File: src/rtl/alu_driver_16bit_if.sv
// Request/response handshake bundle between a command source and alu_driver_16bit.
// The master drives requests and consumes responses; the slave is the driver.
interface alu_driver_16bit_if;
    logic        req_valid;
    logic        req_ready;
    logic [2:0]  req_cmd;
    logic [15:0] req_a;
    logic [15:0] req_b;
    logic        resp_valid;
    logic        resp_ready;
    logic [15:0] resp_lo;
    logic [15:0] resp_hi;
    logic        resp_carry;
    logic        resp_zero;
    logic        resp_err;

    modport master (
        output req_valid, req_cmd, req_a, req_b, resp_ready,
        input  req_ready, resp_valid, resp_lo, resp_hi, resp_carry, resp_zero, resp_err
    );

    modport slave (
        input  req_valid, req_cmd, req_a, req_b, resp_ready,
        output req_ready, resp_valid, resp_lo, resp_hi, resp_carry, resp_zero, resp_err
    );
endinterface

File: src/rtl/alu_driver_16bit.sv
// Command sequencer for an external 16-bit ripple ALU: single-cycle logic/arith ops
// plus a 16-iteration shift-add unsigned multiply that borrows the ALU adder.
module alu_driver_16bit #(
    parameter int unsigned WIDTH  = 16,
    parameter logic [2:0]  OP_AND = 3'd0,
    parameter logic [2:0]  OP_OR  = 3'd1,
    parameter logic [2:0]  OP_ADD = 3'd2
) (
    input  logic             clk,
    input  logic             reset,
    alu_driver_16bit_if.slave bus,
    output logic [WIDTH-1:0] alu_a,
    output logic [WIDTH-1:0] alu_b,
    output logic             alu_cin,
    output logic             alu_ainvert,
    output logic             alu_bnegate,
    output logic [2:0]       alu_op,
    input  logic [WIDTH-1:0] alu_result,
    input  logic             alu_cout
);
    localparam int unsigned CNT_W = 4;
    localparam int unsigned DRV_W = 2 * WIDTH + 6;

    localparam logic [2:0] CMD_AND = 3'd0;
    localparam logic [2:0] CMD_OR  = 3'd1;
    localparam logic [2:0] CMD_ADD = 3'd2;
    localparam logic [2:0] CMD_SUB = 3'd3;
    localparam logic [2:0] CMD_NOR = 3'd4;
    localparam logic [2:0] CMD_MUL = 3'd5;

    // ALU drive packed as {a, b, op, ainvert, bnegate, cin}
    localparam logic [DRV_W-1:0] DRIVE_IDLE = {{(2 * WIDTH){1'b0}}, OP_AND, 3'b000};

    typedef enum logic [1:0] {
        IDLE = 2'd0,
        EXEC = 2'd1,
        MUL  = 2'd2,
        DONE = 2'd3
    } state_t;

    state_t           state;
    logic [2:0]       cmd_q;
    logic [WIDTH-1:0] acc;
    logic [WIDTH-1:0] q;
    logic [CNT_W-1:0] count;
    logic [2*WIDTH-1:0] step_c;

    // One shift-add iteration: add multiplicand when q[0] is set, then shift {carry,acc,q} right
    always_comb begin
        step_c = {1'b0, acc, q[WIDTH-1:1]};
        if (q[0]) begin
            step_c = {alu_cout, alu_result, q[WIDTH-1:1]};
        end
    end

    always_ff @(posedge clk) begin
        if (reset) begin
            state          <= IDLE;
            bus.req_ready  <= 1'b1;
            bus.resp_valid <= 1'b0;
            bus.resp_lo    <= '0;
            bus.resp_hi    <= '0;
            bus.resp_carry <= 1'b0;
            bus.resp_zero  <= 1'b0;
            bus.resp_err   <= 1'b0;
            cmd_q          <= '0;
            acc            <= '0;
            q              <= '0;
            count          <= '0;
            {alu_a, alu_b, alu_op, alu_ainvert, alu_bnegate, alu_cin} <= DRIVE_IDLE;
        end else begin
            case (state)
                IDLE: begin
                    if (bus.req_valid) begin
                        cmd_q         <= bus.req_cmd;
                        bus.req_ready <= 1'b0;
                        if (bus.req_cmd == CMD_MUL) begin
                            state <= MUL;
                            acc   <= '0;
                            q     <= bus.req_b;
                            count <= '0;
                            {alu_a, alu_b, alu_op, alu_ainvert, alu_bnegate, alu_cin} <=
                                {{WIDTH{1'b0}}, bus.req_a, OP_ADD, 3'b000};
                        end else begin
                            state <= EXEC;
                            case (bus.req_cmd)
                                CMD_AND: {alu_a, alu_b, alu_op, alu_ainvert, alu_bnegate, alu_cin} <=
                                    {bus.req_a, bus.req_b, OP_AND, 3'b000};
                                CMD_OR:  {alu_a, alu_b, alu_op, alu_ainvert, alu_bnegate, alu_cin} <=
                                    {bus.req_a, bus.req_b, OP_OR, 3'b000};
                                CMD_ADD: {alu_a, alu_b, alu_op, alu_ainvert, alu_bnegate, alu_cin} <=
                                    {bus.req_a, bus.req_b, OP_ADD, 3'b000};
                                CMD_SUB: {alu_a, alu_b, alu_op, alu_ainvert, alu_bnegate, alu_cin} <=
                                    {bus.req_a, bus.req_b, OP_ADD, 3'b011};
                                CMD_NOR: {alu_a, alu_b, alu_op, alu_ainvert, alu_bnegate, alu_cin} <=
                                    {bus.req_a, bus.req_b, OP_AND, 3'b110};
                                default: {alu_a, alu_b, alu_op, alu_ainvert, alu_bnegate, alu_cin} <=
                                    DRIVE_IDLE;
                            endcase
                        end
                    end
                end

                EXEC: begin
                    state          <= DONE;
                    bus.resp_valid <= 1'b1;
                    bus.resp_hi    <= '0;
                    if (cmd_q > CMD_MUL) begin
                        bus.resp_lo    <= '0;
                        bus.resp_carry <= 1'b0;
                        bus.resp_zero  <= 1'b1;
                        bus.resp_err   <= 1'b1;
                    end else begin
                        bus.resp_lo    <= alu_result;
                        bus.resp_carry <= alu_cout;
                        bus.resp_zero  <= (alu_result == '0);
                        bus.resp_err   <= 1'b0;
                    end
                    {alu_a, alu_b, alu_op, alu_ainvert, alu_bnegate, alu_cin} <= DRIVE_IDLE;
                end

                MUL: begin
                    acc   <= step_c[2*WIDTH-1:WIDTH];
                    q     <= step_c[WIDTH-1:0];
                    count <= count + CNT_W'(1);
                    alu_a <= step_c[2*WIDTH-1:WIDTH];
                    if (count == CNT_W'(WIDTH - 1)) begin
                        state          <= DONE;
                        bus.resp_valid <= 1'b1;
                        bus.resp_hi    <= step_c[2*WIDTH-1:WIDTH];
                        bus.resp_lo    <= step_c[WIDTH-1:0];
                        bus.resp_carry <= (step_c[2*WIDTH-1:WIDTH] != '0);
                        bus.resp_zero  <= (step_c == '0);
                        bus.resp_err   <= 1'b0;
                        {alu_a, alu_b, alu_op, alu_ainvert, alu_bnegate, alu_cin} <= DRIVE_IDLE;
                    end
                end

                DONE: begin
                    if (bus.resp_ready) begin
                        state          <= IDLE;
                        bus.resp_valid <= 1'b0;
                        bus.req_ready  <= 1'b1;
                    end
                end

                default: begin
                    state          <= IDLE;
                    bus.req_ready  <= 1'b1;
                    bus.resp_valid <= 1'b0;
                    {alu_a, alu_b, alu_op, alu_ainvert, alu_bnegate, alu_cin} <= DRIVE_IDLE;
                end
            endcase
        end
    end
endmodule

File: src/flat_wrapper.sv
// flat-port wrapper written by rule: the top's interface ports become plain ports
module alu_driver_16bit_flat 
#(
    parameter int unsigned WIDTH  = 16,
    parameter logic [2:0]  OP_AND = 3'd0,
    parameter logic [2:0]  OP_OR  = 3'd1,
    parameter logic [2:0]  OP_ADD = 3'd2
)
  (clk, reset, alu_a, alu_b, alu_cin, alu_ainvert, alu_bnegate, alu_op, alu_result, alu_cout, bus_req_valid, bus_req_cmd, bus_req_a, bus_req_b, bus_resp_ready, bus_req_ready, bus_resp_valid, bus_resp_lo, bus_resp_hi, bus_resp_carry, bus_resp_zero, bus_resp_err);
  alu_driver_16bit_if bus_i ();
  input  logic clk;
  input  logic reset;
  output logic [WIDTH-1:0] alu_a;
  output logic [WIDTH-1:0] alu_b;
  output logic alu_cin;
  output logic alu_ainvert;
  output logic alu_bnegate;
  output logic [2:0] alu_op;
  input  logic [WIDTH-1:0] alu_result;
  input  logic alu_cout;
  input wire logic [$bits(bus_i.req_valid)-1:0] bus_req_valid;
  input wire logic [$bits(bus_i.req_cmd)-1:0] bus_req_cmd;
  input wire logic [$bits(bus_i.req_a)-1:0] bus_req_a;
  input wire logic [$bits(bus_i.req_b)-1:0] bus_req_b;
  input wire logic [$bits(bus_i.resp_ready)-1:0] bus_resp_ready;
  output wire logic [$bits(bus_i.req_ready)-1:0] bus_req_ready;
  output wire logic [$bits(bus_i.resp_valid)-1:0] bus_resp_valid;
  output wire logic [$bits(bus_i.resp_lo)-1:0] bus_resp_lo;
  output wire logic [$bits(bus_i.resp_hi)-1:0] bus_resp_hi;
  output wire logic [$bits(bus_i.resp_carry)-1:0] bus_resp_carry;
  output wire logic [$bits(bus_i.resp_zero)-1:0] bus_resp_zero;
  output wire logic [$bits(bus_i.resp_err)-1:0] bus_resp_err;
  assign bus_i.req_valid = bus_req_valid;
  assign bus_i.req_cmd = bus_req_cmd;
  assign bus_i.req_a = bus_req_a;
  assign bus_i.req_b = bus_req_b;
  assign bus_i.resp_ready = bus_resp_ready;
  assign bus_req_ready = bus_i.req_ready;
  assign bus_resp_valid = bus_i.resp_valid;
  assign bus_resp_lo = bus_i.resp_lo;
  assign bus_resp_hi = bus_i.resp_hi;
  assign bus_resp_carry = bus_i.resp_carry;
  assign bus_resp_zero = bus_i.resp_zero;
  assign bus_resp_err = bus_i.resp_err;
  alu_driver_16bit #(.WIDTH(WIDTH), .OP_AND(OP_AND), .OP_OR(OP_OR), .OP_ADD(OP_ADD)) u_core (.clk(clk), .reset(reset), .bus(bus_i), .alu_a(alu_a), .alu_b(alu_b), .alu_cin(alu_cin), .alu_ainvert(alu_ainvert), .alu_bnegate(alu_bnegate), .alu_op(alu_op), .alu_result(alu_result), .alu_cout(alu_cout));
endmodule
File: config.mk
export PLATFORM = sky130hd
export DESIGN_NAME = alu_driver_16bit_flat
export DESIGN_NICKNAME = d
export VERILOG_FILES = /design/src/rtl/alu_driver_16bit_if.sv /design/src/rtl/alu_driver_16bit.sv /design/src/flat_wrapper.sv
export SDC_FILE = /design/constraint.sdc
export NUM_CORES = 1
export LEC_CHECK = 0
export ABC_AREA = 0
export ABC_CLOCK_PERIOD_IN_PS = 2400
export BUFFER_PORTS_ARGS = -buffer_cell sky130_fd_sc_hd__buf_4
export CORE_UTILIZATION = 40
export CTS_CLUSTER_DIAMETER = 120
export DETAILED_ROUTE_END_ITERATION = 10
export SYNTH_ARGS = -nofsm -noshare
export SYNTH_HDL_FRONTEND = slang
export SYNTH_SLANG_ARGS = --single-unit
export TNS_END_PERCENT = 20
File: constraint.sdc
create_clock -name clk -period 2.4 [get_ports clk]
set_input_delay 0.48 -clock clk [delete_from_list [all_inputs] [get_ports clk]]
set_output_delay 0.48 -clock clk [all_outputs]
set_load 0.02 [all_outputs]
==> qor.yml, run 1 <==
io_pins: 131
synthTopCellsByArea: "dfxtp_1 (44%), mux2i_1 (6.9%), nor2_1 (6.8%)"
holdBufCountCts: 0
dp_hpwl_um: 12520
hold_viol: 0
status: "finished, final reports clean"
grt_pass1_wl_um: 26100
numCtsBuffers: 17
synth_mux_area_share_pct: 6.940
syn_inst: 619
post_cts_resized: 0
critPathMaxFanout: 38
row_count: 41
drtIter0Drc: 313
avgSynthCellArea_um2: 8.388
synth_async_sr_flop_share_pct: 0
io_buffers: 129
start_util_pct: 41.15
pwr_density_cell_mw_per_mm2: 1242
worstSetupPathType: "reg -> reg"
cp.arrival_ps: 2380
die_area_mm2: 0.01344
r2r_cells: 8
area_delta_synth_final_pct: 31.52
ys_ff_latch: 114
period_minus_slack_ps: 2095
cts.sinks: 114
clock_path_buffers: 2
maxSlewViolCount: 0
vias: 5109
dominantRegCellSynth: "dfxtp_1"
fmax_ghz: 0.4773
fin_setup_tns_ps: 0
clock_skew_ps: 5.877
post-cts-setup-buffers: 0
syn_nets: 680
synth.distinct_cells: 51
clkTransAtPathRegs_ps: 50
layout-drive-gt1-share_pct: 25.17
synth_xor_area_share_pct: 0.3373
grt_pass1_vias: 4772
die_h_um: 115.9
synth-compound-area-share_pct: 21.11
yosysTopAreaCell: "dfxtp_1"
diodes: 0
hp-class: "in -> reg"
whs_path_depth: 3
drtAntennaViolNets: 0
clock-root-buffer: "clkbuf_16"
wire_per_inst_um: 18.67
final-setup-viol-count: 0
synth_top_area_share_pct: 43.95
critPathCaptureType: "flop"
gp_congestion: 0.8749
synth_fa_ha_area_share_pct: 1.205
h-tree-depth: 4
cts_tree: "built"
fin_crit_sh_pct: 87.30
synth-edff-count: 0
first_pass_iters: 5
power.leakage_nw: 2.672
vias_per_cell: 5.584
relSlewSlack_pct: 52.78
max-vdd-ir-drop_mv: 0.4550
rsz0062_at_grt: "no"
clock_latency_ps: 420
grt_antenna_before_repair: 0
core_area_mm2: 0.01262
synth-simple-area-share_pct: 20.60
wl_um: 17080
drc: 0
grt-ovfl-total: 0
dieWidth_um: 115.9
worstSetupStartpointType: "flop"
track_usage_pct: 26.43
syn_area_mm2: 0.005192
cp.required_ps: 2690
nets: 792
worst_pin_slew_ps: 708.4
p_total_mw: 8.485
cap_violations: 0
grt_max_degree: 44
synth.yosys.warnings: 0
ys_seq_area_share_pct: 43.95
synth_top_family_by_area: "compound AO/OA/AOI/OAI gates"
## through the flow
stage	utilization [%]	worst slack, ps	cells	instance area, um^2	hold WS [ps]
finish	54.11	304.7	915	6829	368.4
floorplan	-	750.5	619	5192	431.2
CTS	54.11	319.8	915	6829	350.3
detailed placement	49.68	334.9	884	6270	449.5
global route	54.11	84.07	915	6829	363.0
global placement	49.68	394.5	884	6270	444.3
## registers in the layout, summed over array words and instances, names as in the netlist, 2 cells and up
signal and flops:
u_core.acc 16, u_core.bus.resp_hi 16, u_core.q 16, u_core.bus.resp_lo 16, u_core.state 2, u_core.alu_op 2, u_core.count 4, u_core.alu_b 16
u_core.alu_a 16, u_core.cmd_q 2
## layout make-up
| class | instances | area (um^2) |
|---|---|---|
| clock buffers | 26 | 509.2 |
| clock inverters | 5 | 50.05 |
| fillers | 1230 | 5791 |
| inverters | 7 | 26.28 |
| multi-input cells | 443 | 2610 |
| flip-flops and latches | 114 | 2282 |
| well taps | 172 | 215.2 |
| repair buffers | 148 | 1136 |
## Yosys cell counts, drive strengths merged (2+ instances only)
cell type / count
a211oi: 33
a21oi: 63
a221oi: 15
a22oi: 34
and2: 2
and3: 2
buf: 35
clkbuf: 20
dfxtp: 114
ha: 5
inv: 7
mux2i: 36
nand2: 71
nand2b: 2
nand3: 5
nand4: 4
nor2: 95
nor3: 40
nor4: 12
o21ai: 2
or4: 3
xor2: 2
## layer usage
layer	GRT usage, %	wire length (um)	up-vias
met4	11.11	431	0
li1	-	-	2458
met1	34.74	7432	2440
met2	41.07	8127	180
met3	6.799	1092	31
met5	0	0	-
## layout by cell type (no fill, tap or decap), types with 2 or more instances in the layout
| cell | synthesis | layout |
|---|---|---|
| buf_4 | 7 | 146 |
| dfxtp_1 | 114 | 114 |
| nor2_1 | 94 | 94 |
| nand2_1 | 71 | 71 |
| a21oi_1 | 62 | 62 |
| nor3_1 | 39 | 39 |
| mux2i_1 | 36 | 36 |
| a22oi_1 | 34 | 34 |
| a211oi_1 | 33 | 33 |
| clkbuf_16 | 0 | 17 |
| a221oi_1 | 15 | 15 |
| nor4_1 | 11 | 11 |
| inv_1 | 6 | 6 |
| ha_1 | 5 | 5 |
| clkbuf_8 | 0 | 5 |
| nand3_1 | 4 | 4 |
| nand4_1 | 4 | 4 |
| clkinv_2 | 0 | 4 |
| clkbuf_1 | 19 | 4 |
| and3_1 | 2 | 2 |
| nand2b_1 | 2 | 2 |
| and2_1 | 2 | 2 |
| xor2_1 | 2 | 2 |
| or4_1 | 2 | 2 |
| buf_12 | 0 | 2 |
## cells by family (layout without fill, tap and decap cells)
group,Yosys count,count (layout)
compound gates,159,159
other cells,1,1
mux,36,36
simple gates,240,240
fa+ha+maj,5,5
buf+inv,62,186
xor+xnor,2,2
flops,114,114
## worst max-delay path, cell delays in order (launching register included)
cell      delay (ps)
dfxtp_1          320
inv_1            130
ha_1             370
inv_2            180
o211ai_1         270
buf_4            390
nor3_1           110
a21oi_1          130
nor2_1            50
## power breakdown
group,leakage (nW),switching [mW],internal (mW)
Sequential,0.930,0.304,2.29
Clock,0.280,0.845,1.55
Combinational,1.46,2.16,1.34
Total,2.67,3.30,5.18
## worst paths after layout
check | from | end | slack [ps]
worst max-delay path | u_core.state[0] | u_core.alu_b[1] | 300
worst min-delay path | bus_req_valid | u_core.cmd_q[1] | 370
worst max register to register | u_core.state[0] | u_core.alu_b[1] | 300
worst min register to register | u_core.bus.resp_hi[1] | u_core.bus.resp_hi[1] | 450
(Power assumes the default switching activity.)
==> run 2: changes to the inputs <==
- ABC_CLOCK_PERIOD_IN_PS: 2400 -> 2130
- CORE_ASPECT_RATIO: unset -> 0.5
- CORE_UTILIZATION: 40 -> 53
- PLACE_DENSITY: unset -> 0.8
- clock period: 2.4 -> 2.13 ns (I/O delays scaled with it)
==> run 2 against run 1 <==
  * The flow now finishes with violations (DRC)
  * Combinational power rose by 19%
  * Maximum frequency rose by 8.6%
  * Final cell count fell by 3.6%
  * Clock-buffer cell count fell by 7
  * Clock power rose by 43%
  * Register-to-register slack got worse by 100 ps
  * Non-clock buffer count rose by 3
  * Design area rose by 2.5%
  * Sequential share of layout area fell by 0.83 points
  * Setup slack got worse by 100 ps
==> qor.yml, run 2 (synthesis gave the netlist of run 1 again) <==
status: "finished, violations left"
violations: "DRC"
cp.required_ps: 2460  # -230 ps
layout-drive-gt1-share_pct: 26.10  # +0.94 points
r2r_cells: 8  # unchanged
first_pass_iters: 10  # +5
grtUsageMet2_pct: 48.53  # +7.5 points
p_sw_share_pct: 37.34  # -1.6 points
worstReg2RegEnd: "u_core.acc[12]"
clkPwrFrac_pct: 32.5  # +4.3 points
drc: 2  # +2
vias_per_cell: 6.164  # +10%
post_cts_resized: 0  # unchanged
clkTransAtPathRegs_ps: 50  # about the same
die_area_mm2: 0.01022  # -24%
grt_pass1_wl_um: 25070  # -3.9%
clock-root-buffer: "clkbuf_16"
period_minus_slack_ps: 1929  # -166.5 ps
maxSlewViolCount: 0  # unchanged
rsz0062_at_grt: "no"
clock_latency_ps: 420  # about the same
grt_busiest_layer: "met2"
core_area_mm2: 0.009478  # -25%
drtAntennaViolNets: 0  # unchanged
critPathMaxFanout: 20  # -47%
track_usage_pct: 32.63  # +6.2 points
whs_path_depth: 3  # unchanged
hp-class: "in -> reg"
fin_crit_sh_pct: 90.55  # +3.2 points
fin_util_pct: 73.89  # +20 points
final-setup-viol-count: 0  # unchanged
internal-power_mw: 6.582  # +27%
holdPathEnd: "u_core.cmd_q[1]"
holdBufCountCts: 0  # unchanged
diodes: 0  # unchanged
max-vdd-ir-drop_mv: 0.7459  # +64%
cts.sinks: 114  # unchanged
drtIter0Drc: 599  # +91%
power_switching_mw: 3.922  # +19%
grt_max_degree: 51  # +16%
grt_antenna_before_repair: 0  # unchanged
worstSetupPathType: "reg -> reg"
wl_um: 16640  # -2.6%
io_pins: 131  # unchanged
fmax_ghz: 0.5185  # +8.6%
worstSetupStartpointType: "flop"
fin_setup_tns_ps: 0  # unchanged
io_buffers: 129  # unchanged
gp_congestion: 0.9210  # +5.3%
final_cell_mix: "buf_4 (145), dfxtp_1 (114), nor2_1 (94)"
stdcell_area_mm2: 0.007003  # +2.5%
seqPwrFrac_pct: 27.8  # -2.8 points
cp.arrival_ps: 2260  # -120 ps
row_count: 25  # -39%
r2r_slack_ps: 200  # -100 ps
cap_violations: 0  # unchanged
layout_commonest_cell: "buf_4"
hold_slack_ps: 316.7  # -51.72 ps
grt-ovfl-total: 0  # unchanged
vias: 5437  # +6.4%
worst_pin_slew_ps: 525.9  # -182.4 ps
critPathCaptureType: "flop"
pwr_density_cell_mw_per_mm2: 1500  # +21%
grtUsageMet3_pct: 7.525  # +0.73 points
nets: 795  # +0.38%
numCtsBuffers: 17  # unchanged
dieWidth_um: 142.0  # +22%
power.leakage_nw: 2.767  # +3.6%
hp-start: "bus_req_valid"
wire_per_inst_um: 18.87  # +1.0%
area_delta_synth_final_pct: 34.87
clock_path_buffers: 2  # unchanged
timing.rr.start: "u_core.state[0]"
dp_hpwl_um: 11360  # -9.3%
hold_viol: 0  # unchanged
clock_skew_ps: 14.80  # +8.923 ps
grtUsageMet1_pct: 45.47  # +11 points
pwr-share-comb_pct: 39.7  # -1.5 points
relSlewSlack_pct: 64.67  # +12 points
cts_tree: "built"
die_h_um: 71.99  # -38%
h-tree-depth: 4  # unchanged
place_area_mm2: 0.006296  # +0.42%
grt_pass1_vias: 4720  # -1.1%
start_util_pct: 54.79  # +14 points
post-cts-setup-buffers: 0  # unchanged
-- run 2: cell types whose count changed in the layout (fill, tap and decap cells not counted), sizes merged --
cell / before / now
inv: 7 / 8
buf: 148 / 151
bufinv: 1 / 7
clkbuf: 26 / 19
clkinvlp: 0 / 1
-- run 2: worst max-delay path by stage --
stage                    startpoint                    to  slack [ps]  depth (start not counted)
detailed placement  u_core.state[0]       u_core.count[3]         250                          8
floorplan           u_core.state[1]      u_core.alu_a[14]         480                          8
global route        u_core.state[0]        u_core.acc[12]          80                          8
global placement    u_core.state[1]  u_core.bus.resp_zero         290                          8
finish              u_core.state[0]        u_core.acc[12]         200                          8
CTS                 u_core.state[0]        u_core.acc[12]         210                          8
-- run 2: power by group through the flow --
stage,Sequential (mW),Combinational [mW],Clock [mW]
after floorplan,3.26,2.36,0
after global placement,2.93,3.98,0
after detailed placement,2.94,4.06,0
after CTS,2.90,4.13,3.41
after global routing,2.95,4.46,3.52
final,2.92,4.17,3.41
-- run 2: metal layers --
layer | up-vias | part of all wire (%)
met5 | - | 0
met4 | 0 | 2.5
met3 | 51 | 11
met2 | 392 | 44
met1 | 2530 | 42
li1 | 2464 | -
-- run 2: final cells by class --
| class | count | area [um^2] |
|---|---|---|
| clock inverters | 13 | 254.0 |
| multi-input cells | 443 | 2610 |
| fillers | 712 | 2475 |
| inverters | 7 | 26.28 |
| clock buffers | 19 | 452.9 |
| flip-flops and latches | 114 | 2282 |
| repair buffers | 151 | 1209 |
| well taps | 135 | 168.9 |
-- run 2: critical path: stages, from the launching register on --
cell and delay (ps):
dfxtp_1 330, inv_1 80, ha_1 260, inv_2 110, buf_4 250, o22a_1 250, buf_4 260, nand2_1 110
a21oi_1 180
-- run 2: per-stage QoR --
stage / cells / power (mW) / worst slack (ps)
5_1_grt: 882 / 10.93 / 81.11
3_3_place_gp: 850 / 6.912 / 288.2
3_5_place_dp: 850 / 6.993 / 248.8
2_1_floorplan: 619 / 5.622 / 480.5
6_report: 882 / 10.50 / 201.2
4_1_cts: 882 / 10.44 / 213.2
